**config.mk**
```make
export PLATFORM = sky130hd
export DESIGN_NAME = mac_array_stream
export DESIGN_NICKNAME = d
export VERILOG_FILES = /design/src/rtl/mac_array_pkg.sv /design/src/rtl/mac_lane.sv /design/src/rtl/mac_array_stream.sv
export SDC_FILE = /design/constraint.sdc
export NUM_CORES = 2
export LEC_CHECK = 0
export CORE_UTILIZATION = 48
export CTS_CLUSTER_DIAMETER = 80
export CTS_CLUSTER_SIZE = 20
export DETAILED_ROUTE_END_ITERATION = 12
export HOLD_SLACK_MARGIN = 0.06
export PLACE_DENSITY = 0.77
export SETUP_SLACK_MARGIN = 0.5
export SYNTH_ARGS = -nofsm -noshare
export SYNTH_HDL_FRONTEND = slang
export SYNTH_SLANG_ARGS = --single-unit
export TNS_END_PERCENT = 30
```
**constraint.sdc**
```tcl
create_clock -name CLK -period 7.4 [get_ports CLK]
set_input_delay 1.85 -clock CLK [delete_from_list [all_inputs] [get_ports CLK]]
set_output_delay 1.85 -clock CLK [all_outputs]
set_load 0.05 [all_outputs]
```
**src/rtl/mac_array_pkg.sv**
```systemverilog
// mac_array_pkg: shared FSM state type, derived-width helpers and the output saturation function.
package mac_array_pkg;

    typedef enum logic [2:0] {IDLE, LOAD_W, STREAM, DRAIN, OUT} state_e;

    function automatic int acc_w(input int dw, input int k_max);
        return 2 * dw + $clog2(k_max);
    endfunction

    function automatic int kw(input int k_max);
        return $clog2(k_max + 1);
    endfunction

    // Clamps a into the signed range of a w-bit value; the caller keeps the low w bits.
    function automatic logic signed [63:0] saturate(input logic signed [63:0] a, input int w);
        logic signed [63:0] hi;
        logic signed [63:0] lo;
        hi = (64'sd1 <<< (w - 1)) - 64'sd1;
        lo = -hi - 64'sd1;
        return (a > hi) ? hi : (a < lo) ? lo : a;
    endfunction

endpackage

```
**src/rtl/mac_lane.sv**
```systemverilog
// mac_lane: one MAC lane; registers the signed product, then accumulates it when its valid bit is set.
module mac_lane #(
    parameter int DW    = 8,
    parameter int ACC_W = 20
) (
    input  logic                    CLK,
    input  logic                    RSTN,
    input  logic                    clr,
    input  logic                    vld,
    input  logic signed [DW-1:0]    w,
    input  logic signed [DW-1:0]    x,
    output logic signed [ACC_W-1:0] acc
);

    logic signed [2*DW-1:0] p;
    logic                   pv;

    always_ff @(posedge CLK or negedge RSTN) begin
        if (!RSTN) begin
            p   <= '0;
            pv  <= 1'b0;
            acc <= '0;
        end else begin
            p   <= (2*DW)'(w) * (2*DW)'(x);
            pv  <= vld;
            acc <= clr ? '0 : pv ? acc + ACC_W'(p) : acc;
        end
    end

endmodule

```
**src/rtl/mac_array_stream.sv**
```systemverilog
// mac_array_stream: LANES-wide streaming dot-product engine with a reusable weight buffer.
// Define MAC_ARRAY_SAT_EN to saturate result lanes instead of wrapping them.
module mac_array_stream
    import mac_array_pkg::*;
#(
    parameter int LANES = 5,
    parameter int DW    = 8,
    parameter int K_MAX = 16,
    parameter int OUT_W = 8,
    localparam int KW   = kw(K_MAX)
) (
    input  logic                   CLK,
    input  logic                   RSTN,
    input  logic                   start_i,
    input  logic [KW-1:0]          k_len_i,
    input  logic                   keep_w_i,
    input  logic                   w_valid_i,
    output logic                   w_ready_o,
    input  logic [LANES*DW-1:0]    w_data_i,
    input  logic                   x_valid_i,
    output logic                   x_ready_o,
    input  logic [LANES*DW-1:0]    x_data_i,
    output logic                   out_valid_o,
    input  logic                   out_ready_i,
    output logic [LANES*OUT_W-1:0] out_data_o,
    output logic [LANES-1:0]       ov_o,
    output logic                   busy_o
);

    localparam int ACC_W = acc_w(DW, K_MAX);
    localparam int AW    = $clog2(K_MAX);

    state_e                  state, nxt;
    logic [KW-1:0]           cnt, kl;
    logic                    w_loaded;
    logic [LANES*DW-1:0]     wbuf [K_MAX];
    logic                    w_fire, x_fire, last, clr;
    logic signed [ACC_W-1:0] acc [LANES];
    logic [LANES*OUT_W-1:0]  res;
    logic [LANES-1:0]        ov_n;

    assign w_ready_o   = state == LOAD_W;
    assign x_ready_o   = state == STREAM;
    assign out_valid_o = state == OUT;
    assign busy_o      = state != IDLE;
    assign w_fire      = w_valid_i && w_ready_o;
    assign x_fire      = x_valid_i && x_ready_o;
    assign last        = cnt == kl - 1'b1;
    assign clr         = state == IDLE && nxt != IDLE;

    always_comb begin
        nxt = state;
        case (state)
            IDLE:    if (start_i && |k_len_i) nxt = (keep_w_i && w_loaded) ? STREAM : LOAD_W;
            LOAD_W:  if (w_fire && last) nxt = STREAM;
            STREAM:  if (x_fire && last) nxt = DRAIN;
            DRAIN:   if (cnt == KW'(2)) nxt = OUT;
            OUT:     if (out_ready_i) nxt = IDLE;
            default: nxt = IDLE;
        endcase
    end

    always_ff @(posedge CLK or negedge RSTN) begin
        if (!RSTN) state <= IDLE;
        else       state <= nxt;
    end

    // cnt restarts on every state change, so it doubles as beat index and drain timer.
    always_ff @(posedge CLK or negedge RSTN) begin
        if (!RSTN) begin
            cnt        <= '0;
            kl         <= '0;
            w_loaded   <= 1'b0;
            out_data_o <= '0;
            ov_o       <= '0;
        end else begin
            if (clr) kl <= (k_len_i > KW'(K_MAX)) ? KW'(K_MAX) : k_len_i;
            if (state != nxt) cnt <= '0;
            else if (w_fire || x_fire || state == DRAIN) cnt <= cnt + 1'b1;
            if (w_fire && last) w_loaded <= 1'b1;
            if (state == DRAIN && nxt == OUT) begin
                out_data_o <= res;
                ov_o       <= ov_n;
            end
        end
    end

    always_ff @(posedge CLK) begin
        if (w_fire) wbuf[cnt[AW-1:0]] <= w_data_i;
    end

    for (genvar i = 0; i < LANES; i++) begin : g_lane
        logic signed [63:0] sat;
        mac_lane #(.DW(DW), .ACC_W(ACC_W)) u_lane (
            .CLK (CLK),
            .RSTN(RSTN),
            .clr (clr),
            .vld (x_fire),
            .w   (wbuf[cnt[AW-1:0]][i*DW +: DW]),
            .x   (x_data_i[i*DW +: DW]),
            .acc (acc[i])
        );
        assign sat     = saturate(64'(acc[i]), OUT_W);
        assign ov_n[i] = sat != 64'(acc[i]);
`ifdef MAC_ARRAY_SAT_EN
        assign res[i*OUT_W +: OUT_W] = sat[OUT_W-1:0];
`else
        assign res[i*OUT_W +: OUT_W] = acc[i][OUT_W-1:0];
`endif
    end

endmodule
```
; After elaboration in Yosys (flattened, before gate mapping)
; Memories as Yosys holds them, arrays and structs flattened.
; Index checks and enable logic that the tools add are counted.
[word_totals]
in_bits = 92
register_bits = 240
ramBits = 640
mem_count = 1
wordCells = 102
out_inout_bits = 49
[memory_table]
columns = memory, depth, width, rd, rd_ports_with_merged_regs, wr, line_no
row1 = wbuf, 16, 40, 1, 0, 1, mac_array_stream.sv:36  ; logic [LANES*DW-1:0] wbuf [K_MAX];
[op_classes]
addsub = 7
n_reduce_logical = 16
n_lt_le_gt_ge = 11
eq_ne = 13
mul = 5
mux = 32
[ops]
columns = operator, count
row1 = $mux W64, 10
row2 = $ne A64 B20 Y1, 5
row3 = $mux W20, 10
row4 = $add A20 B20 Y20, 5
row5 = $gt A20 B8 Y1 const B, 5
row6 = $lt A20 B8 Y1 const B, 5
row7 = $mul A8 B8 Y16, 5
row8 = $mux W3, 5
row9 = $mux W5, 3
row10 = $pmux W3 S5, 1
row11 = $logic_and A1 B1 Y1, 8
row12 = $eq A3 B2 Y1 const B, 2
row13 = $eq A3 B3 Y1 const B, 2
row14 = $reduce_bool A3 Y1, 2
row15 = $add A5 B1 Y5 const B, 1
row16 = $eq A5 B2 Y1 const B, 1
row17 = $eq A5 B5 Y1, 1
row18 = $gt A5 B5 Y1 const B, 1
row19 = $reduce_or A5 Y1, 1
row20 = $sub A5 B1 Y5 const B, 1
row21 = $reduce_bool A2 Y1, 2
row22 = $eq A3 B1 Y1 const B, 1
row23 = $logic_not A3 Y1, 1
row24 = $ne A3 B3 Y1, 1
row25 = other kinds (3), 5

; Depth between registers and ports, before layout
[depth]
depth_word = 8
ltp_mapped = 22
depth_no_buf = 19

; Modules after synthesis
; A second synthesis with hierarchy kept.
[unflattened]
hier_cells = 3768
area_unflattened_um2 = 50918.8
[modules_own_cells]
columns = mod, instances, cells_per_inst, area_each_um2, seq_area_each_um2
row1 = mac_array_stream, 1, 1285, 27555.2, 20694.8
row2 = mac_lane (g_lane[2].u_lane ...), 3, 485, 4615.7, 925.9
row3 = mac_lane (g_lane[0].u_lane), 1, 528, 4850.9, 925.9
row4 = mac_lane (g_lane[1].u_lane), 1, 500, 4665.7, 925.9

; Worst setup path before layout
; Ideal clock, no wire load.
[synth_timing]
kind = reg-to-reg
from = register cnt[0]
to = register g_lane[1].u_lane.p[15]
path_slack_ns = 1.540
synth_period_minus_slack_ns = 5.860
setup_ns = 0.124
arrival_time_ns = 5.736
required_ns = 7.276
n_path_buf = 2
path_stages_with_launch = 21
path_cell_list = dfrtp_1 -> buf_2 -> buf_2 -> mux4_2 -> mux4_2 -> and2_1 -> fa_1 -> inv_1 -> fa_1 -> inv_1 -> fa_1 -> inv_1 -> fa_1 -> inv_1 -> ha_1 -> inv_1 -> o21a_1 -> nor3_1 -> a2111oi_0 -> a21oi_1 -> xnor2_1
[synth_between]
elab_chain_cells = 2
[synth_rtl]
columns = element, line_no
row1 = from (decl), mac_array_stream.sv:34  ; logic [KW-1:0] cnt, kl;
row2 = from (signal assigned), mac_array_stream.sv:79  ; else if (w_fire || x_fire || state == DRAIN) cnt <= cnt + 1'b1;
row3 = $mem_v2 Z16 W40, n/a
row4 = $mul A8 B8 Y16, mac_lane.sv:24  ; p <= (2*DW)'(w) * (2*DW)'(x);
row5 = to (signal assigned), mac_lane.sv:24
row6 = to (decl), mac_lane.sv:15  ; logic signed [2*DW-1:0] p;
; No other way between the ends.
; A chain may end at the register's enable or synchronous reset.

; Final worst setup path
; Same ends and word-level chain as after synthesis.

==> metrics.md <==
| Metric | Value |
|---|---|
| Status | `finished, final reports clean` |
| Drt drc | `0` |
| FF+latch area | `approximately 25000 sq um` |
| Core area | `roughly 100000 sq um` |
| Worst skew pair latency | `0.68 ns` |
| Die W | `around 320 um` |
| Worst relative slew slack | `0.167` |
| Antenna viol nets, final | `0` |
| HP Class | `register to register` |
| Core Util, Final | `0.537` |
| Critical Path Source Type | `register` |
| Initial Util | `0.488` |
| # rows | `117` |
| Gpl congestion | `between 0.9 and 1` |
| CTS tree | `yes` |
| Post-synthesis async set-or-reset flop share | `0.273` |
| Crit Path Max Fanout | `19` |
| Vias per cell | `roughly 5.7` |
| Met2 WL post-DR | `around 55 mm` |
| Register area share after synthesis | `0.505` |
| Worst Tran Pin Value | `~1.2 ns` |
| Max-slew violation count | `0` |
| Initial DRC Count | `around 2600` |
| Synth Instances | `3631` |
| Yosys top cell area share | `0.385` |
| Syn_nets | `around 4300` |
| CTS Sinks | `a little under 900` |
| Distinct cells, synth | `80` |
| Flops & latches, synth | `880` |
| Net count, final | `about 4400` |
| Fmax | `around 0.15 GHz` |
| Top_reg_cell synth | `edfxtp_1` |
| Num CTS Buffers | `55` |
| Max Root-Sink Buffers | `3` |
| WL met1 | `46.9 mm` |
| Kind of critical path | `register to register` |
| Vias in the first global route | `about 30000` |
| TNS Setup | `0 ns` |
| Top cells by count, synth | `edfxtp_1, inv_1, fa_1, ha_1, dfrtp_1` |
| Top-count cell post-synth | `edfxtp_1` |
| RSZ-0062 raised after global routing | `no` |
| Layout area overhead | `10.1%` |
| Per-cell routed wire length | `~22 um` |
| Fill cells | `8228` |
| Initial antenna violation count | `15` |
| Data required, critical path | `a little under 8 ns` |
| IO Port Bufs | `between 100 and 150` |
| Post-Route WL | `112 mm` |
| CTS root buf | `clkbuf_16` |
| Die Area | `approximately 110000 sq um` |
| Yosys warns | `0` |
| Grt ovf | `0` |
| Area of the multi-input gates | `around 23000 sq um` |
| Highest metal used | `met5` |
| Synthesized cell area | `approximately 50000 sq um` |
| Post-DP HPWL | `77.2 mm` |
| I/O pin count | `between 100 and 150` |
| Via count | `29600` |
| Largest net degree at the start of global routing | `~150` |
| First-pass DRT Iterations | `5` |
| Number of flops mapped to enable cells by yosys | `640` |
| Total track usage | `0.214` |
| WL met3 | `around 8.2 mm` |
| Hold_buf cts | `0` |
| Most area-consuming cells after synthesis | `edfxtp_1, dfrtp_1, fa_1` |
| Crit path DAT | `approximately 7 ns` |
| First-pass GRT wire length | `176 mm` |
| Final period util | `0.873` |
| Fin crit period | `approximately 6.5 ns` |
| Max cap viols | `0` |
| Final number of setup-violating endpoints | `0` |
| Crit path capture type | `register` |
| Cell taking the most area after synthesis | `edfxtp_1` |
| Syn Area/Cell | `about 14 sq um` |
| Share of cells above drive strength 1 | `0.0988` |
| Htree depth | `2` |
| DIE HEIGHT | `around 320 um` |
| Clock skew | `about 0.053 ns` |
| Worst-path clk slew | `roughly 0.09 ns` |
| Fin. Hold Viols | `0` |
[flip-flops by register name (all words and copies together) (netlist names)]
| name | count |
|---|---|
| g_lane.u_lane.pv | 1 |
| ov_o | 5 |
| w_loaded | 1 |
| g_lane.u_lane.p | 80 |
| out_data_o | 40 |
| cnt | 5 |
| wbuf | 640 |
| kl | 5 |
| state | 3 |
| g_lane.u_lane.acc | 100 |
[layer usage]
| layer | global-route usage | up-vias |
|---|---|---|
| li1 | - | 13300 |
| met1 | 0.295 | 15100 |
| met2 | 0.360 | 1050 |
| met3 | 0.0351 | 158 |
| met4 | 0.0438 | 16 |
| met5 | 0 | - |
[final timing paths]
kind	endpoint	slack (ns)	cells past startpoint	startpoint
worst max-delay path	g_lane[1].u_lane.p[15]	0.94	17	cnt[0]
worst min register to register	out_data_o[11]	0.49	1	out_data_o[11]
max in group asynchronous	g_lane[3].u_lane.p[10]	4.90	2	RSTN
worst max register to register	g_lane[1].u_lane.p[15]	0.94	17	cnt[0]
min in group asynchronous	g_lane[4].u_lane.p[5]	1.21	1	RSTN
worst min-delay path	out_data_o[11]	0.49	1	out_data_o[11]
[layout by cell type, fill, tap and decap left out, types with 26 or more instances in the layout]
master	instances
clkdlybuf4s50_1	139
nor3_1	49
mux4_2	200
nor2_1	167
ha_1	250
nand2_1	174
mux2_1	39
mux2i_1	45
nand3_1	27
and2_1	217
buf_4	40
clkbuf_16	55
a21o_1	51
fa_1	280
a21oi_1	86
xnor2_1	109
edfxtp_1	640
nand2b_1	30
inv_1	450
o21ai_0	62
o21a_1	26
xor2_1	40
dfrtp_1	235
o21ai_1	28
[logic make-up after synthesis]
family / after synthesis / share of synthesized area
AOI/OAI and AO/OA: 416 / 0.0573
xor gates and xnor gates: 149 / 0.0261
adders and majority gates: 530 / 0.175
buffers and inverters: 547 / 0.0432
DFF: 880 / 0.505
muxes: 285 / 0.108
and+or+nand+nor: 824 / 0.0855
[area by class of cell]
class | count | area share
multi-input cells | 2204 | 0.413
clock buffers | 73 | 0.0262
repair buffers | 190 | 0.0347
well taps | 1368 | 0.0311
diodes | 5 | 0.000227
flip-flops and latches | 880 | 0.459
clock inverters | 17 | 0.00500
inverters | 462 | 0.0315
[timing repair]
action,CTS,global route
resized for setup,0,1
setup endpoints to repair,0,7
buffers inserted,0,1
[stage by stage]
step                setup WS, ns  std cells  hold WS (ns)  instance area [sq um]
floorplan                   1.54       3631         0.457                  50000
global placement           0.893       5103         0.468                  53300
detailed placement         0.676       5103         0.474                  53300
CTS                        0.662       5193         0.494                  55000
global route               0.629       5196         0.517                  55000
finish                     0.940       5199         0.486                  55000
[worst max-delay path: stages, from the launching register on]
cell and delay [ns]:
dfrtp_4 0.76, buf_12 0.27, mux4_2 0.53, mux4_2 0.63, and2_1 0.23, fa_1 0.50, fa_1 0.53, fa_1 0.50
inv_1 0.05, fa_1 0.47, inv_1 0.04, ha_1 0.31, o21a_1 0.19, nor2_1 0.11, nor3_1 0.07, a2111oi_0 0.70
a21oi_1 0.18, xnor2_1 0.24
Power is left out: the tool's default activity adds up to more than one toggle a clock period on the data nets, which glitch-free logic cannot reach.
